File: config.mk
export PLATFORM = sky130hd
export DESIGN_NAME = pc_next_seq
export DESIGN_NICKNAME = d
export VERILOG_FILES = /design/src/rtl/fetch_pkg.sv /design/src/rtl/pc_ras.sv /design/src/rtl/pc_next_seq.sv
export SDC_FILE = /design/constraint.sdc
export NUM_CORES = 1
export LEC_CHECK = 0
export CAP_MARGIN = 5
export CORE_MARGIN = 2
export CORE_UTILIZATION = 45
export CTS_BUF_LIST = sky130_fd_sc_hd__clkbuf_8
export DETAILED_ROUTE_END_ITERATION = 12
export PLACE_DENSITY = 0.82
export SYNTH_ARGS = -nofsm -noshare
export SYNTH_HDL_FRONTEND = slang
export SYNTH_SLANG_ARGS = --single-unit
File: constraint.sdc
create_clock -name clock -period 2.6 [get_ports clock]
set_input_delay 0.52 -clock clock [delete_from_list [all_inputs] [get_ports clock]]
set_output_delay 0.52 -clock clock [all_outputs]
set_load 0.02 [all_outputs]
File: src/rtl/fetch_pkg.sv
// Shared fetch-stage definitions: PC geometry, reset vector, sequencer
// state and next-PC source encodings.
package fetch_pkg;

  localparam int unsigned PC_W = 12;
  localparam logic [PC_W-1:0] RESET_VECTOR = 12'h000;
  localparam int unsigned RAS_DEPTH = 4;

  typedef enum logic [1:0] {
    BOOT,
    RUN,
    HOLD,
    HALT
  } pc_seq_state_t;

  // Which value drives next_pc this cycle.
  typedef enum logic [2:0] {
    SRC_BOOT,
    SRC_REDIRECT,
    SRC_PENDING,
    SRC_RET,
    SRC_HOLD,
    SRC_SEQ
  } pc_src_t;

  // True for sources that present a new fetch address.
  function automatic logic src_fetches(pc_src_t s);
    return (s == SRC_REDIRECT) || (s == SRC_PENDING) ||
           (s == SRC_RET) || (s == SRC_SEQ);
  endfunction

endpackage

File: src/rtl/pc_ras.sv
// Circular return-address stack. A push onto a full stack overwrites the
// oldest entry; push and pop together replace the top without changing
// the depth. Only the pointers are reset; stale entries are never read.
module pc_ras #(
  parameter int unsigned W     = 12,
  parameter int unsigned DEPTH = 4
) (
  input  logic         clock,
  input  logic         reset,
  input  logic         push,
  input  logic         pop,
  input  logic [W-1:0] data,
  output logic [W-1:0] top,
  output logic         empty,
  output logic         full
);

  localparam int unsigned IW = (DEPTH > 1) ? $clog2(DEPTH) : 1;
  localparam int unsigned CW = $clog2(DEPTH + 1);

  logic [W-1:0]  mem [DEPTH];
  logic [IW-1:0] ptr;
  logic [IW-1:0] top_idx;
  logic [CW-1:0] count;

  // ptr always names the next free slot, so the top is one below it.
  assign top_idx = ptr - IW'(1);
  assign top     = mem[top_idx];
  assign empty   = (count == '0);
  assign full    = (count == CW'(DEPTH));

  // Pointer and occupancy bookkeeping.
  always_ff @(posedge clock) begin
    if (!reset) begin
      ptr   <= '0;
      count <= '0;
    end else if (push && !pop) begin
      ptr <= ptr + IW'(1);
      if (!full) count <= count + CW'(1);
    end else if (pop && !push && !empty) begin
      ptr   <= top_idx;
      count <= count - CW'(1);
    end
  end

  // Entry storage; nothing is written while reset is asserted.
  always_ff @(posedge clock) begin
    if (reset) begin
      if (push && pop) mem[top_idx] <= data;
      else if (push)   mem[ptr]     <= data;
    end
  end

endmodule

File: src/rtl/pc_next_seq.sv
// Next-PC sequencer feeding the PC latch d input. Chooses between reset
// vector, PC+1, taken redirect, parked redirect, predicted return and hold.
// Optional return-address stack is built only when PC_RAS_EN is defined.
//
// Handshake: fetch_valid=1 means next_pc is a new fetch address this cycle;
// fetch_valid=0 means next_pc simply re-presents pc_in (or the reset vector).
// stall is the downstream "not ready": while it is high in HOLD nothing new
// is fetched and redirects are parked in a single-entry pending register.
module pc_next_seq #(
  parameter int unsigned      PC_W         = fetch_pkg::PC_W,
  parameter logic [PC_W-1:0]  RESET_VECTOR = fetch_pkg::RESET_VECTOR,
  parameter int unsigned      RAS_DEPTH    = fetch_pkg::RAS_DEPTH
) (
  input  logic            clock,
  input  logic            reset,
  input  logic [PC_W-1:0] pc_in,
  input  logic            stall,
  input  logic            redirect_valid,
  input  logic [PC_W-1:0] redirect_target,
  input  logic            call_push,
  input  logic            ret_pop,
  input  logic            halt_req,
  input  logic            resume,
  output logic [PC_W-1:0] next_pc,
  output logic            fetch_valid,
  output logic            pc_halted,
  output logic            redirect_pending,
  output logic            ras_empty,
  output logic            ras_full
);

  fetch_pkg::pc_seq_state_t state_q, state_d;
  fetch_pkg::pc_src_t       src, run_src;

  logic            pend_valid_q;
  logic [PC_W-1:0] pend_target_q;
  logic [PC_W-1:0] pc_plus1;
  logic [PC_W-1:0] ras_top;

  assign pc_plus1 = pc_in + PC_W'(1);

`ifdef PC_RAS_EN
  logic ras_push;
  logic ras_pop;

  // Redirect cycles leave the stack untouched; a pop happens only when the
  // prediction is actually used.
  assign ras_push = call_push && fetch_valid && !redirect_valid;
  assign ras_pop  = (src == fetch_pkg::SRC_RET);

  pc_ras #(
    .W     (PC_W),
    .DEPTH (RAS_DEPTH)
  ) u_ras (
    .clock (clock),
    .reset (reset),
    .push  (ras_push),
    .pop   (ras_pop),
    .data  (pc_plus1),
    .top   (ras_top),
    .empty (ras_empty),
    .full  (ras_full)
  );
`else
  logic unused_ras;

  assign ras_top    = '0;
  assign ras_empty  = 1'b1;
  assign ras_full   = 1'b0;
  assign unused_ras = ^{call_push, ret_pop, 32'(RAS_DEPTH)};
`endif

  // State register; reset forces BOOT regardless of anything else.
  always_ff @(posedge clock) begin
    if (!reset) state_q <= fetch_pkg::BOOT;
    else        state_q <= state_d;
  end

  // Next-state logic.
  always_comb begin
    state_d = state_q;
    case (state_q)
      fetch_pkg::BOOT: state_d = fetch_pkg::RUN;
      fetch_pkg::RUN,
      fetch_pkg::HOLD: begin
        if (halt_req)                       state_d = fetch_pkg::HALT;
        else if (src == fetch_pkg::SRC_HOLD) state_d = fetch_pkg::HOLD;
        else                                state_d = fetch_pkg::RUN;
      end
      fetch_pkg::HALT: begin
        if (resume && !halt_req) state_d = fetch_pkg::RUN;
      end
      default: state_d = fetch_pkg::BOOT;
    endcase
  end

  // Output logic: source selection and the next-PC mux.
  always_comb begin
    if (redirect_valid)             run_src = fetch_pkg::SRC_REDIRECT;
    else if (pend_valid_q)          run_src = fetch_pkg::SRC_PENDING;
    else if (ret_pop && !ras_empty) run_src = fetch_pkg::SRC_RET;
    else if (stall)                 run_src = fetch_pkg::SRC_HOLD;
    else                            run_src = fetch_pkg::SRC_SEQ;

    case (state_q)
      fetch_pkg::BOOT: src = fetch_pkg::SRC_BOOT;
      fetch_pkg::RUN:  src = run_src;
      fetch_pkg::HOLD: src = stall ? fetch_pkg::SRC_HOLD : run_src;
      fetch_pkg::HALT: src = fetch_pkg::SRC_HOLD;
      default:         src = fetch_pkg::SRC_BOOT;
    endcase

    case (src)
      fetch_pkg::SRC_BOOT:     next_pc = RESET_VECTOR;
      fetch_pkg::SRC_REDIRECT: next_pc = redirect_target;
      fetch_pkg::SRC_PENDING:  next_pc = pend_target_q;
      fetch_pkg::SRC_RET:      next_pc = ras_top;
      fetch_pkg::SRC_HOLD:     next_pc = pc_in;
      default:                 next_pc = pc_plus1;
    endcase

    fetch_valid      = fetch_pkg::src_fetches(src);
    pc_halted        = (state_q == fetch_pkg::HALT);
    redirect_pending = pend_valid_q;
  end

  // Pending redirect: parked while frozen, cleared once it (or a newer
  // live redirect) drives next_pc.
  always_ff @(posedge clock) begin
    if (!reset) begin
      pend_valid_q  <= 1'b0;
      pend_target_q <= '0;
    end else if (src == fetch_pkg::SRC_REDIRECT || src == fetch_pkg::SRC_PENDING) begin
      pend_valid_q <= 1'b0;
    end else if (redirect_valid && src == fetch_pkg::SRC_HOLD) begin
      pend_valid_q  <= 1'b1;
      pend_target_q <= redirect_target;
    end
  end

endmodule

==> reports/results.txt <==
CTS Buf Count: 3
Core Box Area: 2730 sq um
Drt initial violations: 138
RSZ-0062 raised after global routing: true
Clock Path Buffers: 2
Clock transition at path regs: 0.06 ns
Total gr overflow: 0
Worst min-delay path class: flop to flop
Top post-synthesis cells by area: dfxtp_1, mux2i_1, nor2b_1, a22oi_1, ha_1
Remaining antenna violation count after routing: 0
Crit-path leading delay family: compound AO/OA/AOI/OAI gates
Fmax achieved: 364 MHz
Rows: 19
Worst Setup End Kind: output port
Setup-failing EPs final: 12
Synth Warn #: 0
Crit Path Category: input port to output port
Peak supply drop: 578 uV
EDFF count, synth: 0
Met3 wire length: 444 microns
Fin worst setup slack: -0.151 ns
Initial Util: 0.473
Max Cap Viol: 0
DR vias/cell: 6.51
H-tree lvl count: 1
Die Y: 57.6 microns
Synthesized instance count: 159
Hold Vio Cnt, Final: 0
Placer Congestion: 0.893
Number of global-route vias before repair: 1,704
Layout cells sized above 1: 0.444
Largest net degree at the start of global routing: 17
Minimum clock period: 2.75 ns
WL/cell: 21.8 microns
Die Wd: 57.6 microns
Buffers on Ports: 44
Fillers: 123
Worst path max stage delay: 0.28 ns
Top cells by count, synth: dfxtp_1, nor2b_1, mux2i_1
Pwr Density: 404 nW/um^2
Clock Sinks: 15
Crit path DAT: 2.23 ns
Vias: 1,843
Seq/Total Area, Yosys: 0.232
Yosys cell types: 41
Initial antenna violation count: 0
Status: complete, but fails checks
Routed wl met2: 3040 microns
Synth async-reset ratio: 0
Critical Path Source Type: input port
Area of the mapped netlist: 1290 sq um
Top Metal Used: met4
Area leader, netlist: dfxtp_1
Layout Utilization: 0.894
Req. time, crit path: 2.08 ns
Ports: 49
Die footprint: 3320 sq um
Failing checks: negative setup slack
Syn_area_per_cell: 8.13 sq um
Top_reg_cell synth: dfxtp_1
Root buf cell: clkbuf_8
Fin Clk Skew: 0.000743 ns
CTS tree: built
Global-route total usage across every layer: 0.314
Yosys reg bits: 15
Drt pass-1 iters: 6
Critical path fanouts, max: 6
Detailed Place HPWL: 3380 microns
Nets@finish: 290
Worst path cell trace: dlygate4sd2_1 > buf_6 > a2bb2oi_4 > o21ba_4 > buf_4 > a21oi_1 > nor2_1 > o31ai_1 > buf_2
First-pass GRT wire length: 7980 microns
Clk_lat worst skew: 0.25 ns
Fin. max-slew vios: 0
Synth top area share: 0.232
Setup Total Neg Slack: -1.15 ns
CP max-delay cell: dlygate4sd2_1
Syn nets: 196
Leak Pwr: 1.00 nW
Area after DPL: 2080 sq um
Diode count: 0
Hold slack: 0.546 ns
Post-route DRC violation count: 0
Area delta synth->final: 89.1%
Period Utilization, post-route: 1.06
WP buf/inv: 4
Setup WS pre-CTS: -0.824 ns
Post-Route M1 WL: 2340 microns
Final Cell Area: 2440 sq um
Post-Route WL: 6160 microns
## state kept, by name, indices dropped and copies added, names as in the netlist
signal	flops
redirect_pending	1
state_q	2
pend_target_q	12
## power by group
part / switching, W / internal (W)
Combinational: 0.000280 / 0.000268
Sequential: 0.00000917 / 0.000241
Clock: 0.0000844 / 0.000105
## timing repair
action / 4_1_cts / 5_1_grt
gates cloned: 2 / 0
endpoints found under the setup margin: 13 / 13
pin swaps: 17 / 15
gates resized for setup: 104 / 33
setup buffers: 7 / 4
hold buffers: 0 / 0
## layout make-up
class	instances	area (sq um)	share of cell area
inverters	7	26.3	0.0108
well taps	31	38.8	0.0159
clock inverters	1	3.75	0.00154
repair buffers	98	877	0.359
flip-flops and latches	15	303	0.124
clock buffers	3	41.3	0.0169
multi-input cells	128	1150	0.472
## path summary, 6_finish.rpt
kind / start / endpoint / slack (ns) / depth (start not counted)
max: redirect_valid / next_pc[11] / -0.15 / 9
min: pend_target_q[11]$_SDFFE_PN0P_ / pend_target_q[11]$_SDFFE_PN0P_ / 0.55 / 2
max reg2reg: state_q[1]$_SDFFE_PN0P_ / pend_target_q[6]$_SDFFE_PN0P_ / 0.38 / 10
min reg2reg: pend_target_q[11]$_SDFFE_PN0P_ / pend_target_q[11]$_SDFFE_PN0P_ / 0.55 / 2
## cells in the final DEF, fill, tap and decap left out, drive strengths merged, types with 4 or more instances in the layout
cell type,instances
buf,67
clkdlybuf4s50,23
nor2b,15
dfxtp,15
mux2i,13
o21ai,12
a22oi,10
nand2,9
a21oi,8
inv,8
o22ai,7
xor2,6
nor2,6
ha,5
dlymetal6s2s,4
## layer usage
metal  global-route usage  vias to the layer above
li1                     -                      787
met5                    0                        -
met3               0.0295                       44
met1                0.367                      879
met2                0.562                      133
met4                0.163                        0
## worst register-to-register path: cells and delay by family, from the launching register on
kind | cells | cell delay, ns
adder cells (fa/ha/maj) | 1 | 0.20
multiplexers | 1 | 0.25
flip-flops | 1 | 0.34
buffers and inverters | 4 | 0.59
AO/OA/AOI/OAI | 1 | 0.25
AND/OR/NAND/NOR | 3 | 0.48
## per-stage QoR
stage | power (W) | instances
after floorplan | 0.000457 | 159
after global placement | 0.000663 | 269
after detailed placement | 0.000677 | 269
after CTS | 0.000899 | 279
after global routing | 0.00102 | 283
final | 0.000988 | 283
## logic make-up after synthesis
| group | after synthesis | share of synthesized area |
|---|---|---|
| AO/OA/AOI/OAI | 59 | 0.318 |
| XOR/XNOR | 7 | 0.0474 |
| adder cells (fa/ha/maj) | 6 | 0.0561 |
| buffers and inverters | 17 | 0.0649 |
| flip-flops | 15 | 0.232 |
| multiplexers | 13 | 0.101 |
| other | 2 | 0.00581 |
| AND/OR/NAND/NOR | 40 | 0.174 |
(Power assumes the default switching activity.)
